$ cat config.mk
export PLATFORM = sky130hd
export DESIGN_NAME = pipe_front
export DESIGN_NICKNAME = d
export VERILOG_FILES = /design/src/rtl/pipe_pkg.sv /design/src/rtl/pipe_sat_counter.sv /design/src/rtl/pipe_front.sv
export SDC_FILE = /design/constraint.sdc
export NUM_CORES = 1
export LEC_CHECK = 0
export BUFFER_PORTS_ARGS = -buffer_cell sky130_fd_sc_hd__buf_2
export CAP_MARGIN = 15
export CORE_AREA = 2 2 216 218
export DETAILED_ROUTE_END_ITERATION = 7
export DIE_AREA = 0 0 218 220
export PLACE_DENSITY_LB_ADDON = 0.15
export SLEW_MARGIN = 20
export SYNTH_ARGS = -nofsm -noshare
export SYNTH_HDL_FRONTEND = slang
export SYNTH_SLANG_ARGS = --single-unit
$ cat constraint.sdc
create_clock -name clk -period 5.9 [get_ports clk]
set_clock_uncertainty 0.1 [all_clocks]
set_input_delay 0.295 -clock clk [delete_from_list [all_inputs] [get_ports clk]]
set_output_delay 0.295 -clock clk [all_outputs]
set_load 0.01 [all_outputs]
$ cat src/rtl/pipe_pkg.sv
// Shared definitions for the MIPS front-end pipeline registers: next-PC select
// encodings, reset defaults and bit positions within the decoded control bundle.
package pipe_pkg;

    typedef enum logic [1:0] {
        PCSRC_PC4    = 2'd0,
        PCSRC_BRANCH = 2'd1,
        PCSRC_JUMP   = 2'd2,
        PCSRC_JR     = 2'd3
    } pcsrc_e;

    localparam logic [31:0] NOP_INSTR        = 32'h0000_0000;
    localparam logic [31:0] DEFAULT_RESET_PC = 32'h8000_0000;
    localparam int          DEFAULT_CTRL_W   = 16;
    localparam int          DEFAULT_CNT_W    = 16;

    // Control bundle layout produced by the decoder.
    localparam int CTRL_REGWRITE_BIT = 0;
    localparam int CTRL_MEMTOREG_BIT = 1;
    localparam int CTRL_MEMWRITE_BIT = 2;
    localparam int CTRL_MEMREAD_BIT  = 3;
    localparam int CTRL_ALUSRC_BIT   = 4;
    localparam int CTRL_REGDST_BIT   = 5;

endpackage

$ cat src/rtl/pipe_sat_counter.sv
// Event counter that sticks at all-ones instead of wrapping; synchronous reset.
module pipe_sat_counter #(
    parameter int W = 16
) (
    input  logic         clk,
    input  logic         reset,
    input  logic         inc,
    output logic [W-1:0] count
);

    // NOTE: sequential state is written with <= so every flop samples pre-edge values.
    always_ff @(posedge clk) begin
        if (reset) begin
            count <= '0;
        end else if (inc && (count != '1)) begin
            count <= count + W'(1);
        end
    end

endmodule

$ cat src/rtl/pipe_front.sv
// PC, IF/ID and ID/EX registers of the five-stage core, steered by the hazard
// unit's stall/flush controls, plus stall and bubble event counters.
module pipe_front
    import pipe_pkg::*;
#(
    parameter logic [31:0] RESET_PC    = DEFAULT_RESET_PC,
    parameter int          CTRL_W      = DEFAULT_CTRL_W,
    parameter int          MEMREAD_BIT = CTRL_MEMREAD_BIT,
    parameter int          CNT_W       = DEFAULT_CNT_W
) (
    input  logic              clk,
    input  logic              reset,
    input  logic              IFWrite,
    input  logic              ID_Write,
    input  logic              ID_Flush,
    input  logic              EX_Flush,
    input  logic [1:0]        PCSrc,
    input  logic [31:0]       BranchTarget,
    input  logic [31:0]       JumpTarget,
    input  logic [31:0]       JrTarget,
    output logic [31:0]       IF_PC,
    input  logic [31:0]       IF_Instr,
    output logic [31:0]       ID_Instr,
    output logic [31:0]       ID_PC4,
    output logic              ID_Valid,
    input  logic [CTRL_W-1:0] ID_Ctrl,
    input  logic [31:0]       ID_DataA,
    input  logic [31:0]       ID_DataB,
    input  logic [31:0]       ID_Imm,
    input  logic [4:0]        ID_rs,
    input  logic [4:0]        ID_rt,
    input  logic [4:0]        ID_rd,
    output logic [CTRL_W-1:0] EX_Ctrl,
    output logic [31:0]       EX_DataA,
    output logic [31:0]       EX_DataB,
    output logic [31:0]       EX_Imm,
    output logic [31:0]       EX_PC4,
    output logic [4:0]        EX_rs,
    output logic [4:0]        EX_rt,
    output logic [4:0]        EX_rd,
    output logic              EX_Valid,
    output logic              EX_MemRead,
    output logic [CNT_W-1:0]  stall_cnt,
    output logic [CNT_W-1:0]  bubble_cnt
);

    logic [31:0] pc_plus4;
    logic [31:0] next_pc;

    assign pc_plus4 = IF_PC + 32'd4;

    // NOTE: next_pc gets a default before the case so no path leaves it unassigned (no latch).
    always_comb begin
        next_pc = pc_plus4;
        unique case (pcsrc_e'(PCSrc))
            PCSRC_PC4:    next_pc = pc_plus4;
            PCSRC_BRANCH: next_pc = BranchTarget;
            PCSRC_JUMP:   next_pc = JumpTarget;
            PCSRC_JR:     next_pc = JrTarget;
        endcase
    end

    always_ff @(posedge clk) begin
        if (reset) begin
            IF_PC <= RESET_PC;
        end else if (IFWrite) begin
            IF_PC <= next_pc;
        end
    end

    // A flush squashes the slot even while ID_Write is low (jump squashing a held slot).
    always_ff @(posedge clk) begin
        if (reset || ID_Flush) begin
            ID_Instr <= NOP_INSTR;
            ID_PC4   <= '0;
            ID_Valid <= 1'b0;
        end else if (ID_Write) begin
            ID_Instr <= IF_Instr;
            ID_PC4   <= pc_plus4;
            ID_Valid <= 1'b1;
        end
    end

    // ID/EX never holds; a bubble zeroes rt and MemRead so it cannot re-trigger load-use.
    always_ff @(posedge clk) begin
        if (reset || EX_Flush) begin
            EX_Ctrl  <= '0;
            EX_DataA <= '0;
            EX_DataB <= '0;
            EX_Imm   <= '0;
            EX_PC4   <= '0;
            EX_rs    <= '0;
            EX_rt    <= '0;
            EX_rd    <= '0;
            EX_Valid <= 1'b0;
        end else begin
            EX_Ctrl  <= ID_Ctrl;
            EX_DataA <= ID_DataA;
            EX_DataB <= ID_DataB;
            EX_Imm   <= ID_Imm;
            EX_PC4   <= ID_PC4;
            EX_rs    <= ID_rs;
            EX_rt    <= ID_rt;
            EX_rd    <= ID_rd;
            EX_Valid <= ID_Valid;
        end
    end

    assign EX_MemRead = EX_Ctrl[MEMREAD_BIT];

    pipe_sat_counter #(.W(CNT_W)) u_stall_cnt (
        .clk   (clk),
        .reset (reset),
        .inc   (~IFWrite),
        .count (stall_cnt)
    );

    pipe_sat_counter #(.W(CNT_W)) u_bubble_cnt (
        .clk   (clk),
        .reset (reset),
        .inc   (EX_Flush),
        .count (bubble_cnt)
    );

endmodule

==> results.ini <==
[synthesis]
ys_seq_area_frac=0.532
yosys-top-cells-area=dfxtp_1, and2_1, mux2i_1, nor2_1, xor2_1
synth_area_per_cell_um2=10.1
postSynth.asyncResetShare=0
yosys_warnings=0
syn_nets=1342
synth_top_area_cell=dfxtp_1
ys_ff_latch=289
synth_edf_count=0
ys_types=70
synth_top_area_frac=0.532
ys.flop_type=dfxtp_1
netlist_area_um2=10900
synthCells=1076

[setup_path]
path_max_fanout=10
worstPathArrival_ns=3.02
crit_path_cell_trace=nand3_1, nor3_1, nand3_1, o32ai_1, a22o_1
crit_top_cell=nand3_1
r2r-end=IF_PC[19]
crit_family=simple AND/OR/NAND/NOR gates
worstPathRequired_ns=6.27
cp-end-kind=register
cp-start-kind=register
worst_path_max_delay_cell=nor3_1
path_buf_inv=0
worst-r2r-setup-slack_ns=3.25
worstReg2RegStart=IF_PC[4]
crit_start=IF_PC[4]
r2r_cells=5
crit_type=reg -> reg
cpPeakStageDelay_ns=0.84

[hold_path]
hp-start=JumpTarget[16]
min_to=IF_PC[16]
holdPathStages=4
min_path_type=in -> reg

[placed_design]
pre_cts_ws_ns=3.01
postPlaceCellArea_um2=14100
hpwl_mm=33.3
io_buffers=552
gp_congestion=0.819

[clock_network]
insertion_delay_ns=0.54
clock-sinks=289
cts_setup_buffers=0
clkTransAtPathRegs_ns=0.06
ctsHoldBuffers=162
cts_buffers=35
cts_htree_levels=2
clock_path_buffers=3
root_buffer=clkbuf_16
cts_tree=done
post_cts_resized=0

[sta]
setup_tns_ns=0
tightestPinTransition_ns=1.04
finalHoldViolations=0
slew_headroom=0.307
final.min_clock_period_ns=2.65
rsz0062_at_grt=no
fin_ws_ns=3.25
slew_violations=0
max_freq_mhz=377
period_share=0.449
setup_violations=0

[global_route]
grtUsageTotal=0.179
grt_pass1_vias=10300
grt_pass1_wl_mm=64.7
antenna_found_initial=6
grt_max_degree=120
grt-ovfl-total=0

[layout]
ff_latch_area_um2=5790
final_core_util=0.368
drive_gt1_frac=0.366
fillers=4767
areaGrowthSynthToFinish_pct=55.2
multi_input_area_um2=4740
final_cell_mix=buf_2, dfxtp_1, dlygate4sd3_1
final_cell_area_um2=16900
final_common_cell=buf_2
fin_nets=2028

[power]
leakage_nw=7.91
ir_worst_vdd_v=0.000181
power_w=0.00476
power.density_nw_per_um2=282

[die]
dieArea_um2=48000
fp.coreArea_um2=45900
die_y_um=220
rows=79
start_util=0.237
die_w_um=218
pin_count=553

[route]
drt_iter0_drc=539
firstDrtPassIters=4
routed_wl_mm=45.1
vias_per_cell=4.37
ant_nets=0
drc=0
post_drt_wl_per_cell_um=18.8
vias=10500

[run_status]
outcome=finished clean

[run]
max-cap-violations=0

through the flow:
step / std cells / hold WS, ns
5_1_grt: 2393 / 0.0394
4_1_cts: 2393 / 0.00229
2_1_floorplan: 1076 / 0.317
3_5_place_dp: 2170 / 0.372
3_3_place_gp: 2170 / 0.370
6_report: 2396 / 0.0313
power by group:
| part | total (W) | switching, W | internal (W) |
|---|---|---|---|
| combinational | 0.000534 | 0.000259 | 0.000275 |
| sequential | 0.00208 | 0.0000589 | 0.00202 |
| clock | 0.00214 | 0.000851 | 0.00129 |
how the worst max path moves through the flow:
stage	cells past startpoint	end
after floorplan	7	IF_PC[28]
after global placement	6	IF_PC[27]
after detailed placement	6	IF_PC[27]
after CTS	5	IF_PC[19]
after global routing	5	IF_PC[19]
final	5	IF_PC[19]
logic make-up after synthesis:
group / share of synthesized area
and+or+nand+nor: 0.211
DFF: 0.532
AOI/OAI and AO/OA: 0.0984
buffers and inverters: 0.0339
muxes: 0.0782
xor gates and xnor gates: 0.0435
adders and majority gates: 0.00345
registers in the layout, indices dropped and copies added, names as in the netlist, 32 cells and up:
name / count
EX_PC4: 32
EX_Imm: 32
EX_DataB: 32
ID_PC4: 32
EX_DataA: 32
IF_PC: 32
ID_Instr: 32
layer usage:
metal,wire length [µm],GRT usage,vias to the layer above
li1,-,-,5084
met1,18000,0.207,4887
met2,22200,0.314,420
met3,3600,0.0538,74
met4,1300,0.0601,6
met5,41,0,-
worst reg2reg max path, cell delays in order, from the launching register on:
cell	delay [ns]
dfxtp_1	0.57
nand3_1	0.30
nor3_1	0.84
nand3_1	0.28
o32ai_1	0.33
a22o_1	0.17
cell type report:
cell class	count	area share
diodes	3	0.000445
clock buffers	53	0.0607
clock inverters	8	0.00637
inverters	6	0.00133
multi-input cells	709	0.281
flip-flops and latches	289	0.343
well taps	607	0.0450
repair buffers	721	0.263
synth_stat cells, drive strengths merged, types with 18 or more instances:
master,n
nand4,22
a22oi,18
clkbuf,56
mux2,22
mux2i,49
a21oi,36
nand3,26
dfxtp,289
and2,161
nand2,33
xnor2,25
nor2,101
xor2,29
o21ai,48
Note: power is estimated with default switching activity, not from simulation.
